### src/rtl/stream_in_port.sv
// stream_in_port: AXI4-Stream video receiver that frames pixels into a FIFO with line/frame alignment flags
module stream_in_port #(
   parameter int DSIZE = 24
) (
   input  logic             clock,
   input  logic             rst,
   input  logic [15:0]      vactive,
   input  logic [15:0]      hactive,
   input  logic [DSIZE-1:0] axi_tdata,
   input  logic             axi_tvalid,
   output logic             axi_tready,
   input  logic             axi_tuser,
   input  logic             axi_tlast,
   input  logic             fifo_full,
   output logic             wr_en,
   output logic [DSIZE-1:0] wr_data,
   output logic             falign,
   output logic             lalign,
   output logic             ealign,
   output logic             err_sof_early,
   output logic             err_eol_early,
   output logic             err_eol_late,
   output logic [15:0]      line_cnt,
   output logic [15:0]      pix_cnt
);
   typedef enum logic [1:0] {WAIT_SOF, ACTIVE, DROP} state_t;
   state_t state;
   logic en, acc, sof, dims_ok, wr, exp_eol, last_line;
   logic [15:0] hact_q, vact_q, hl, vl, p, l;
   // en holds ready low through reset and releases it one cycle later
   assign axi_tready = en & (state != ACTIVE | ~fifo_full);
   always_comb begin
      acc = axi_tvalid & axi_tready;
      sof = acc & axi_tuser;
      dims_ok = hactive != '0 && vactive != '0;
      hl = sof ? hactive : hact_q;
      vl = sof ? vactive : vact_q;
      p = sof ? '0 : pix_cnt;
      l = sof ? '0 : line_cnt;
      wr = sof ? dims_ok : acc & state == ACTIVE;
      exp_eol = p == hl - 16'd1;
      last_line = l == vl - 16'd1;
   end
   always_ff @(posedge clock) begin
      if (rst) begin
         state <= WAIT_SOF;
         en <= 1'b0;
         hact_q <= '0;
         vact_q <= '0;
         wr_en <= 1'b0;
         wr_data <= '0;
         falign <= 1'b0;
         lalign <= 1'b0;
         ealign <= 1'b0;
         err_sof_early <= 1'b0;
         err_eol_early <= 1'b0;
         err_eol_late <= 1'b0;
         line_cnt <= '0;
         pix_cnt <= '0;
      end else begin
         en <= 1'b1;
         wr_en <= wr;
         falign <= sof & dims_ok;
         lalign <= 1'b0;
         ealign <= 1'b0;
         err_sof_early <= sof & state != WAIT_SOF;
         err_eol_early <= 1'b0;
         err_eol_late <= 1'b0;
         if (sof) begin
            hact_q <= hactive;
            vact_q <= vactive;
         end
         if (wr) begin
            wr_data <= axi_tdata;
            if (axi_tlast | exp_eol) begin
               lalign <= 1'b1;
               err_eol_early <= ~exp_eol;
               err_eol_late <= ~axi_tlast;
               pix_cnt <= '0;
               if (!axi_tlast) begin
                  state <= DROP;
                  line_cnt <= l;
               end else begin
                  line_cnt <= l + 16'd1;
                  ealign <= last_line;
                  state <= last_line ? WAIT_SOF : ACTIVE;
               end
            end else begin
               pix_cnt <= p + 16'd1;
               line_cnt <= l;
               state <= ACTIVE;
            end
         end else if (sof) begin
            state <= WAIT_SOF;
         end else if (acc & state == DROP & axi_tlast) begin
            // overlong line finishes here; no write exists to carry ealign
            line_cnt <= line_cnt + 16'd1;
            pix_cnt <= '0;
            ealign <= last_line;
            state <= last_line ? WAIT_SOF : ACTIVE;
         end
      end
   end
endmodule
### config.mk
export PLATFORM = sky130hd
export DESIGN_NAME = stream_in_port
export DESIGN_NICKNAME = d
export VERILOG_FILES = /design/src/rtl/stream_in_port.sv
export SDC_FILE = /design/constraint.sdc
export NUM_CORES = 1
export LEC_CHECK = 0
export CAP_MARGIN = 20
export CORE_MARGIN = 8
export CORE_UTILIZATION = 54
export CTS_CLUSTER_SIZE = 25
export DETAILED_ROUTE_END_ITERATION = 16
export HOLD_SLACK_MARGIN = 0.12
export MAX_ROUTING_LAYER = met4
export PLACE_DENSITY = 0.91
export SLEW_MARGIN = 0
export SYNTH_ARGS = -nofsm -noshare
export SYNTH_HDL_FRONTEND = slang
export SYNTH_SLANG_ARGS = --single-unit
### constraint.sdc
create_clock -name clock -period 7.9 [get_ports clock]
set_input_delay 1.58 -clock clock [delete_from_list [all_inputs] [get_ports clock]]
set_output_delay 1.58 -clock clock [all_outputs]
set_load 0.02 [all_outputs]
-- Yosys cells after proc, flatten, opt, wreduce, memory -nomap -nowiden
Index checks and enable logic that the tools add are counted.
- register bits: 98
- input bits: 62
- add/sub/neg operators: 5
- eq/ne operators: 6
- multiplexer cells: 27
- bitwise gates (word level): 15
- reduce and logical (&&, ||, !) cells: 9
- operator list (kind ; number):
    $mux 16 ; 13
    $add 16x1->16 const B ; 3
    $eq 16x16->1 ; 2
    $reduce_bool 16->1 ; 2
    $sub 16x1->16 const B ; 2
    $mux 2 ; 5
    $mux 1 ; 9
    $and 1x1->1 ; 8
    $not 1->1 ; 5
    $ne 2x1->1 const B ; 2
    $reduce_bool 2->1 ; 2
    $reduce_bool 3->1 ; 1
    $reduce_or 3->1 ; 1
    $eq 2x1->1 const B ; 1
    $eq 2x2->1 const B ; 1
    $or 1x1->1 ; 2
    $reduce_and 2->1 ; 1
    $reduce_or 2->1 ; 1
    $logic_and 1x1->1 ; 1

-- Longest topological paths before layout
- depth after elaboration: 12
- gate-level depth with buffers: 17
- depth with buffers taken out: 12

-- Worst setup path after synthesis
Ideal clock, no wire load.
- path type: input to register
- start point: in axi_tuser
- end point: reg pix_cnt[1]
- data arrival time: 5089 ps
- required time: 7783 ps
- setup slack: 2695 ps
- stages on the path: 16
- buffers on the path: 4
- cell sequence: and3_1 buf_2 nand2_1 clkbuf_1 clkbuf_1 buf_2 mux2i_1 ha_1 nor3b_1 o211ai_1 o2bb2ai_1 mux2_4 nor4_4 nand4_4 and2_4 a22o_1
- longest elaborated chain between the ends: 7
- elaborated cells between the ends (all ways): 13
- RTL lines (element ; line ; source):
    from (decl) ; 12 ; input logic axi_tuser,
    $and 1x1->1 (*) ; 34 ; sof = acc & axi_tuser;
    $mux 16 ; n/a ;
    $sub 16x1->16 ; 41 ; exp_eol = p == hl - 16'd1;
    $eq 16x16->1 ; 41 ;
    $or 1x1->1 ; 75 ; if (axi_tlast | exp_eol) begin
    $mux 16 ; 75 ;
    $mux 16 ; 73 ; if (wr) begin
    to (signal assigned) ; 89 ; pix_cnt <= p + 16'd1;
    to (decl) ; 24 ; output logic [15:0] pix_cnt
Mark *: on every way between the ends. The rest lies on a longest branch, timed or not.
A chain may end at the register's enable or synchronous reset.

-- Worst setup path after layout
- start point: in axi_tvalid
- end point: reg pix_cnt[2]
- longest elaborated chain between the ends: 8
- elaborated cells between the ends (all ways): 17
- RTL lines (element ; line ; source):
    from (decl) ; 10 ; input logic axi_tvalid,
    $and 1x1->1 (*) ; 33 ; acc = axi_tvalid & axi_tready;
    $and 1x1->1 ; 34 ;
    $mux 16 ; n/a ;
    $sub 16x1->16 ; 41 ;
    $eq 16x16->1 ; 41 ;
    $or 1x1->1 ; 75 ;
    $mux 16 ; 75 ;
    $mux 16 ; 73 ;
Marked as above.

==> run summary <==
Initial Utilization: 0.549
DP HPWL: 14000 microns
Syn avg cell area: 7.50 sq um
Die area: 15300 sq um
Clock Skew: 0.00874 ns
ANT cells: 0
Util after Layout: 0.683
Normalized max-slew margin: 0.295
Setup bufs post-CTS: 0
Setup Crit Path Kind: in2reg
Fmax: 177 MHz
Register area: 1960 sq um
Die X: 124 microns
CTS Buf Count: 9
Filler cell count: 975
Vias per cell: 6.31
Number of antenna violations at the first check in global routing: 0
Syn Nets: 899
Wirelength per Cell: 18.3 microns
Post-synth EDFFs: 0
Post-route setup TNS: 0 ns
CP startpoint kind: primary input
Crit path DAT: 5.89 ns
PortBufs: 125
CTS Sinks: 98
Top Ports: 126
Final setup viols: 0
All-Layer GR Usage: 0.264
CTS Hold Bufs: 0
RSZ-0062 raised after global routing: no
Synth area leader: dfxtp_1
Total number of vias: 6748
Share of the synthesized area in the top cell type: 0.314
Static leakage: 2.65 nW
PD cells: 157 nW/um^2
Seq/Total Area, Yosys: 0.314
Placer Congestion: 1.01
Pin count of the biggest net entering global routing: 78
Gr ovfl total: 0
1st-iter DRT viols: 843
H-tree lvl count: 3
Yosys reg bits: 98
Worst-Skew Late Latency: 0.36 ns
Area grow syn2layout: 24.3%
CTS tree: yes
Fin nets: 988
Status: finished, final reports clean
CTS Buffer Depth: 2
Slew Viols, Final: 0
Unique masters post-synth: 79
Max_cap viols: 0
Root Buffer: clkbuf_16
Top_reg_cell synth: dfxtp_1
Synth top area cells: dfxtp_1 (31%), nand2_1 (9.9%), a21oi_1 (6.8%)
FP Rows: 39
Core area: 11400 sq um
Mapped Cells: 832
Pre-Repair DR Iteration Count: 8
Period utilization: 0.713
Tmin final: 5.63 ns
Vias in the first global route: 6327
Worst-Margin Slew: 1.05 ns
Die Span Y: 124 microns
Hold Fails Final Rpt: 0
Synth Cell Area: 6240 sq um
DRT antenna net count: 0
Critical path required time: 8.15 ns
DRC: 0
Share of layout cells above drive strength 1: 0.0605
Worst VDD drop: 0.166 mV
Post-cts gate resize count: 0
Reg clk slew, reported paths: 0.07 ns
First-pass GRT wire length: 31200 microns
Area of the multi-input gates: 3980 sq um
Synth Warn #: 0
CP Capture Type: flop
Max Fanout on Critical Path: 18
Min-delay worst type: reg2reg
Final wirelength: 19500 microns
Fraction of registers with async set/reset: 0
==> layer usage <==
| metal | up-vias | GRT usage | part of all wire |
|---|---|---|---|
| met3 | 73 | 0.0607 | 0.093 |
| li1 | 3196 | - | - |
| met5 | - | - | 0 |
| met4 | 0 | 0.164 | 0.045 |
| met1 | 3117 | 0.318 | 0.41 |
| met2 | 362 | 0.391 | 0.45 |
==> cells by family (layout without fill, tap and decap cells) <==
| logic type | after synthesis | count (layout) | synth area share |
|---|---|---|---|
| fa+ha+maj | 5 | 5 | 0.0100 |
| buf+inv | 65 | 159 | 0.0481 |
| flops | 98 | 98 | 0.314 |
| compound gates | 201 | 201 | 0.206 |
| simple gates | 403 | 403 | 0.334 |
| xor+xnor | 50 | 50 | 0.0702 |
| mux | 10 | 10 | 0.0172 |
==> area by class of cell <==
class | count | share of cell area
timing repair buffer | 132 | 0.167
clock inverter | 4 | 0.00661
inverter | 11 | 0.00532
multi-input combinational | 669 | 0.513
clock buffer | 12 | 0.0318
sequential | 98 | 0.253
tap | 143 | 0.0231
==> synth_stat cells, drive strengths merged (3+ instances only) <==
| cell | count |
|---|---|
| nor2 | 60 |
| nand4b | 3 |
| o221ai | 3 |
| or3 | 10 |
| o2111ai | 4 |
| a311oi | 6 |
| nand2 | 165 |
| and4 | 3 |
| o21ai | 33 |
| buf | 29 |
| nor4b | 4 |
| mux2i | 7 |
| a31oi | 11 |
| nor3 | 28 |
| or3b | 3 |
| nand3b | 4 |
| and3 | 13 |
| nor3b | 7 |
| nor4 | 22 |
| nand2b | 3 |
| a221oi | 4 |
| mux2 | 3 |
| xnor2 | 37 |
| ha | 5 |
| o211ai | 9 |
| inv | 11 |
| a22o | 3 |
| nand3 | 29 |
| xor2 | 13 |
| or4 | 10 |
| or2 | 5 |
| clkbuf | 25 |
| dfxtp | 98 |
| a21oi | 86 |
| a21o | 3 |
| and2 | 10 |
| a22oi | 5 |
| nand4 | 19 |
| o31ai | 4 |
| a211oi | 9 |
==> worst paths after layout <==
kind | endpoint | start | slack, ns | cells past startpoint
min reg2reg | wr_data[23] | wr_data[23] | 0.45 | 2
max | pix_cnt[2] | axi_tvalid | 2.27 | 13
min | wr_data[23] | wr_data[23] | 0.45 | 2
max reg2reg | pix_cnt[2] | state[0] | 3.52 | 12
==> placed cells by master, fill, tap and decap left out, types with 7 or more instances in the layout <==
master / count
nor3b_1: 7
nor4_1: 18
clkdlybuf4s50_1: 124
nand4_1: 18
o211ai_1: 8
or3_1: 9
nor2_1: 59
nand2_1: 163
nand3_1: 29
a211oi_1: 9
a21oi_1: 85
xor2_1: 13
and3_1: 13
a31oi_1: 11
and2_1: 9
o21ai_0: 29
mux2i_1: 7
clkbuf_16: 9
nor3_1: 26
dfxtp_1: 98
or4_1: 9
buf_4: 7
xnor2_1: 37
inv_1: 11
==> through the flow <==
| step | worst slack, ns | total power [mW] | std cells | instance area, sq um | hold WS [ns] |
|---|---|---|---|---|---|
| after floorplan | 2.69 | 0.690 | 832 | 6240 | 0.448 |
| after global routing | 1.88 | 1.27 | 1069 | 7760 | 0.471 |
| final | 2.27 | 1.22 | 1069 | 7760 | 0.451 |
| after CTS | 2.33 | 1.22 | 1069 | 7760 | 0.454 |
| after detailed placement | 1.94 | 0.775 | 1053 | 7460 | 0.446 |
| after global placement | 2.12 | 0.772 | 1053 | 7460 | 0.440 |
==> flip-flops by register name (all words and copies together) (netlist names), 2 cells and up <==
| name | cells |
|---|---|
| hact_q | 16 |
| line_cnt | 16 |
| pix_cnt | 16 |
| state | 2 |
| vact_q | 16 |
| wr_data | 24 |
==> critical path, cell delays in order <==
cell	delay, ns
clkdlybuf4s50_1	0.55
and3_1	0.54
nand2_2	0.36
mux2i_1	0.33
ha_1	0.27
nor3b_1	0.47
o211ai_1	0.21
o2bb2ai_1	0.18
mux2_4	0.33
nor4_4	0.33
nand4_4	0.30
and2_4	0.27
a22o_1	0.17
==> power by group <==
part,switching (mW),leakage (nW),internal (mW)
combinational,0.136,1.72,0.112
sequential,0.0147,0.794,0.507
clock,0.193,0.143,0.254
total,0.343,2.65,0.873
No activity file was read; power rests on OpenSTA's default activity.
